**config.mk**
```make
export PLATFORM = sky130hd
export DESIGN_NAME = decode_stage
export DESIGN_NICKNAME = d
export VERILOG_FILES = /design/src/rtl/decode_stage.sv
export SDC_FILE = /design/constraint.sdc
export NUM_CORES = 2
export LEC_CHECK = 0
export BUFFER_PORTS_ARGS = -buffer_cell sky130_fd_sc_hd__buf_2
export CORE_MARGIN = 2
export CORE_UTILIZATION = 35
export CTS_CLUSTER_DIAMETER = 100
export DETAILED_ROUTE_END_ITERATION = 6
export HOLD_SLACK_MARGIN = 0.12
export PLACE_DENSITY = 0.54
export REMOVE_ABC_BUFFERS = 1
export SKIP_LAST_GASP = 1
export SLEW_MARGIN = 10
export SYNTH_ARGS = -nofsm -noshare
export SYNTH_HDL_FRONTEND = slang
export SYNTH_SLANG_ARGS = --single-unit
export TNS_END_PERCENT = 30
```
**constraint.sdc**
```tcl
create_clock -name clk -period 2.35 [get_ports clk]
set_input_delay 0.3525 -clock clk [delete_from_list [all_inputs] [get_ports clk]]
set_output_delay 0.3525 -clock clk [all_outputs]
set_load 0.005 [all_outputs]
```
**src/rtl/decode_stage.sv**
```systemverilog
// MIPS instruction-decode stage: control decode, 32x32 register file with
// write-first bypass, load-use stall detection and ID/EX pipeline register.
module decode_stage #(
  parameter int          NUM_REGS       = 32,
  parameter logic [31:0] RESET_PC_PLUS4 = 32'd0
) (
  input  logic        clk,
  input  logic        reset,
  input  logic [63:0] IF_ID,
  input  logic        flush,
  input  logic        ex_mem_read,
  input  logic [4:0]  ex_rt,
  input  logic        wb_reg_write,
  input  logic [4:0]  wb_write_reg,
  input  logic [31:0] wb_write_data,
  output logic        stall,
  output logic [1:0]  out_WB,
  output logic [2:0]  out_M,
  output logic [3:0]  out_EX,
  output logic [31:0] out_incremented_PC,
  output logic [31:0] out_regData1,
  output logic [31:0] out_regData2,
  output logic [31:0] out_sign_extended_offset,
  output logic [4:0]  out_rs,
  output logic [4:0]  out_rt,
  output logic [4:0]  out_rd
);

  typedef struct packed {
    logic [1:0]  wb;
    logic [2:0]  m;
    logic [3:0]  ex;
    logic [31:0] pc;
    logic [31:0] data1;
    logic [31:0] data2;
    logic [31:0] sext;
    logic [4:0]  rs;
    logic [4:0]  rt;
    logic [4:0]  rd;
  } id_ex_t;

  logic [31:0] instr;
  logic [31:0] pc_plus4;
  logic [5:0]  op;
  logic [4:0]  rs;
  logic [4:0]  rt;
  logic [4:0]  rd;
  logic [15:0] imm;
  logic [8:0]  ctrl;
  logic [31:0] sext;

  assign instr    = IF_ID[31:0];
  assign pc_plus4 = IF_ID[63:32];
  assign op       = instr[31:26];
  assign rs       = instr[25:21];
  assign rt       = instr[20:16];
  assign rd       = instr[15:11];
  assign imm      = instr[15:0];
  assign sext     = {{16{imm[15]}}, imm};

  // ctrl = {RegWrite, MemtoReg, Branch, MemRead, MemWrite, ALUOp[1:0], RegDst, ALUSrc}
  always_comb begin
    ctrl = 9'b00_000_0000;
    case (op)
      6'h00:   ctrl = 9'b10_000_1010;
      6'h23:   ctrl = 9'b11_010_0001;
      6'h2B:   ctrl = 9'b00_001_0001;
      6'h04:   ctrl = 9'b00_100_0100;
      6'h08:   ctrl = 9'b10_000_0001;
      default: ctrl = 9'b00_000_0000;
    endcase
  end

  // Register file: flop-based because reset must clear every entry.
  logic [31:0] regs_q [NUM_REGS];
  logic        wb_we;

  assign wb_we = wb_reg_write && (wb_write_reg != 5'd0);

  always_ff @(posedge clk) begin
    if (reset) begin
      for (int i = 0; i < NUM_REGS; i++) begin
        regs_q[i] <= '0;
      end
    end else if (wb_we && (32'(wb_write_reg) < NUM_REGS)) begin
      regs_q[wb_write_reg] <= wb_write_data;
    end
  end

  logic [4:0]  rd_addr [2];
  logic [31:0] rd_data [2];

  assign rd_addr[0] = rs;
  assign rd_addr[1] = rt;

  generate
    for (genvar gi = 0; gi < 2; gi++) begin : g_read
      always_comb begin
        rd_data[gi] = '0;
        if (rd_addr[gi] == 5'd0) begin
          rd_data[gi] = '0;
        end else if (wb_we && (wb_write_reg == rd_addr[gi])) begin
          rd_data[gi] = wb_write_data;
        end else if (32'(rd_addr[gi]) < NUM_REGS) begin
          rd_data[gi] = regs_q[rd_addr[gi]];
        end
      end
    end
  endgenerate

  // Flush takes priority, so a squashed load-use never reports a stall.
  assign stall = ex_mem_read && (ex_rt != 5'd0) &&
                 ((ex_rt == rs) || (ex_rt == rt)) && !flush;

  id_ex_t id_ex_q;
  id_ex_t id_ex_d;

  always_comb begin
    id_ex_d = '0;
    if (!flush && !stall) begin
      id_ex_d.wb    = ctrl[8:7];
      id_ex_d.m     = ctrl[6:4];
      id_ex_d.ex    = ctrl[3:0];
      id_ex_d.pc    = pc_plus4;
      id_ex_d.data1 = rd_data[0];
      id_ex_d.data2 = rd_data[1];
      id_ex_d.sext  = sext;
      id_ex_d.rs    = rs;
      id_ex_d.rt    = rt;
      id_ex_d.rd    = rd;
    end
  end

  always_ff @(posedge clk) begin
    if (reset) begin
      id_ex_q    <= '0;
      id_ex_q.pc <= RESET_PC_PLUS4;
    end else begin
      id_ex_q <= id_ex_d;
    end
  end

  assign out_WB                   = id_ex_q.wb;
  assign out_M                    = id_ex_q.m;
  assign out_EX                   = id_ex_q.ex;
  assign out_incremented_PC       = id_ex_q.pc;
  assign out_regData1             = id_ex_q.data1;
  assign out_regData2             = id_ex_q.data2;
  assign out_sign_extended_offset = id_ex_q.sext;
  assign out_rs                   = id_ex_q.rs;
  assign out_rt                   = id_ex_q.rt;
  assign out_rd                   = id_ex_q.rd;

endmodule
```
==> flow_results.org <==
** Status
- Outcome :: finished, final reports clean

** Drt
- Pre-Repair DR Iteration Count :: 6
- For this block, the routed nets add up to 217,000 um of wire.
- Drt first-iter violations :: 5,001
- After detailed routing, the average wire length per cell comes to 31.8 um.
- For this block, the via count after detailed routing is 40,127.
- For this run, design rule violations remaining after detail routing come to 0.
- DRT antenna net count :: 0
- Post-detailed-route via-to-cell ratio :: 5.88

** Clock network
- Reg clk slew, reported paths :: 0.06 ns
- Clock root buffer :: clkbuf_16
- At the later pin of the worst-skew pair, clock insertion delay measures 0.79 ns.
- TritonCTS built the clock tree.
- Number of clock buffers inserted by TritonCTS :: 121
- In this run the number of H-tree levels came out at 3.
- In this run the deepest clock path goes through 3 buffers.
- The tree built by TritonCTS fans out to 1,152 sinks.

** Floorplanning
- Floorplan die width :: 414 um
- Chip height :: 414 um
- Once the floorplan was initialized, standard cells occupied 35.2% of the core.
- The total area inside the core boundary comes to 167,000 um^2.
- The floorplan has 150 rows.
- I/O Pins :: 264
- Die ar. :: 171,000 um^2

** Worst setup path
- Of all nets on the critical path, the largest fanout is 13.
- Arr. time, crit path :: 2.91 ns
- Setup crit start kind :: input pin
- On the worst path, the slowest cell contributes a delay of 0.59 ns.
- Among all stages on the critical path, the largest delay is contributed by dlygate4sd3_1.
- The critical path goes through buf_4 > dlygate4sd3_1 > buf_12 > xor2_1 > nor3_1 > nand4_1 > buf_4 > and3_2 > buf_12 > a32o_1.
- Worst Path Class, Setup :: input pin to flip-flop
- Required time reported for the critical path endpoint :: 2.99 ns
- Crit end category :: flip-flop

** Logic synthesis
- In this run, synthesis inferred 1,024 flip-flops with an integrated enable.
- Summed over its instances, the top area cell type makes up 52.3% of the synthesized netlist area.
- Summing the sequential cell areas from Yosys gives 56.7% of the chip area.
- #FFs+latches synth :: 1,152
- After technology mapping, the gate count stands at 4,088.
- For this run, the leading register cell type out of synthesis is edfxtp_1.
- Top post-synthesis cells by count :: edfxtp_1 (1,024), and2_1 (709), mux4_2 (449)
- Average cell area after synthesis :: 14.4 um^2
- Most numerous cell in the Yosys netlist :: edfxtp_1
- Count of warnings emitted by yosys :: 0
- After synthesis the cells add up to 58,800 um^2.
- edfxtp_1 takes more of the synthesized area than any other cell.
- Area contributors post-synth :: edfxtp_1 (52%), mux4_2 (17%), and2_1 (7.5%)
- Post-synth ARST share :: 0%
- Number of library cell types mapped by synthesis :: 52

** Finish
- Proportion of layout cells with a drive suffix above 1 :: 30.5%
- Signed area change from the synthesized netlist to the final layout :: 21.1%
- Fin util :: 42.6%
- Count of placed standard cells in the final layout, fillers left out :: 6,823
- Counting the fill cells in the layout gives 15,068.
- Final instance area :: 71,200 um^2
- The final layout contains 4,619 nets.

** STA
- Fin crit share :: 96.4%
- Unrepaired setup endpoints after global routing :: no
- Post-Route Hold Slack :: 0.166 ns
- Total negative setup slack :: 0 ns
- Fmax :: 441 MHz
- Final number of setup-violating endpoints :: 0
- For the final database, setup skew stands at 0.0396 ns.
- For the pin with the worst max-slew slack, the measured transition is 0.684 ns.
- Final count of hold timing violations :: 0
- The worst pin sits at a relative slew slack of 54.4%.
- Final count of pins violating max slew :: 0
- Final period demand of the worst path :: 2.27 ns
- Worst-case setup margin in the final layout :: 0.0837 ns

** Global route
- The first global-routing pass estimated 305,000 um of wire.
- Global routing used 25.2% of the available tracks across all layers.
- Entering global routing, the biggest net connects 89 pins.
- Summed over all layers, the global routing overflow is 0.
- The number of global-route vias before repair was 39,723.
- The initial antenna violation count is 11.

** Power and ir drop
- For this design the ratio of total power to cell area is 715 nW/um^2.
- Power, Total :: 50.9 mW
- VDD sags by at most 0.000612 V.
- Total leakage power :: 25.5 nW

** Placed design
- Placed cell area :: 66,100 um^2
- # placed instances :: 6,496
- Port buffer count :: 263
- Once detailed placement completed, the half-perimeter wirelength came to 138,000 um.
- Pre-CTS WS :: -0.344 ns
- Placer's final routability congestion estimate :: 0.843

** Min path
- In this run the worst hold path is classified as input pin to flip-flop.

** Run
- Number of violations of the max-capacitance limit :: 0
## cell type report
| class | instances | area (um^2) | area share, % |
|---|---|---|---|
| multi-input cells | 2468 | 23600 | 33.2 |
| diodes | 5 | 12.5 | 0.0176 |
| clock inverters | 77 | 900 | 1.26 |
| flip-flops and latches | 1152 | 33300 | 46.8 |
| repair buffers | 752 | 7310 | 10.3 |
| clock buffers | 152 | 3240 | 4.55 |
| well taps | 2204 | 2760 | 3.87 |
| inverters | 13 | 48.8 | 0.0686 |
## layout by cell type (no fill, tap or decap), drive strengths merged, types with 14 or more instances in the layout
cell type	netlist	layout
nand2b	14	14
xnor2	14	14
a221oi	41	41
nor2	71	71
dlygate4sd3	0	93
nand3	39	39
conb	1	32
buf	153	659
edfxtp	1024	1024
bufinv	0	18
mux2i	265	265
a211oi	42	42
nor3	378	378
mux2	33	33
o22ai	32	32
nand4	16	16
clkbuf	333	152
inv	13	17
a32o	20	20
clkinv	0	50
o221ai	20	20
dfxtp	128	128
a21o	32	32
or2	32	32
and2	709	709
a21oi	60	60
mux4	449	449
o21ai	43	43
nand2	41	41
## path summary, 6_finish.rpt
check                               startpoint  slack (ns)               end  cells past startpoint
worst max register to register  regs_q[27][28]        0.37  out_regData1[28]                      5
worst min register to register   regs_q[20][8]        0.95   out_regData2[8]                      4
worst min-delay path                 IF_ID[21]        0.17         out_rs[0]                      3
worst max-delay path                 IF_ID[18]        0.08  out_regData2[18]                     10
## sequential cells by signal (all words and copies together), names as in the netlist
name / cells
out_rs: 5
out_regData1: 32
out_incremented_PC: 32
regs_q: 1024
out_sign_extended_offset: 16
out_rt: 5
out_WB: 2
out_M: 1
out_regData2: 32
out_EX: 3
## logic make-up after synthesis
logic type	count (synthesis)	share of synthesized area, %
simple gates	1335	12.9
buf+inv	499	3.70
flops	1152	56.7
xor+xnor	20	0.298
mux	747	22.3
other cells	1	0.00638
compound gates	334	4.08
## layer usage
metal	wire length [um]	vias up	track usage [%]
met5	21	-	0
met4	7350	4	7.98
met3	19200	341	4.53
met2	103000	2156	40.7
met1	88000	20998	34.5
li1	-	16628	-
## report_power, final
group	internal, mW	switching (mW)	total, mW
registers	23.4	0.626	24.0
clock network	11.7	8.68	20.4
logic	2.99	3.49	6.49
## critical path: cells and delay by family
| family | cells | cell delay, ns |
|---|---|---|
| simple gates | 3 | 0.78 |
| buf+inv | 5 | 1.33 |
| xor+xnor | 1 | 0.15 |
| compound gates | 1 | 0.23 |
## timing repair
action | in CTS | in global routing
gates resized for setup | 0 | 2
hold buffers | 93 | 0
endpoints found under the hold margin | 97 | 0
setup buffers | 0 | 0
setup endpoints to repair | 0 | 1
Power figures use the tool's default switching activity.
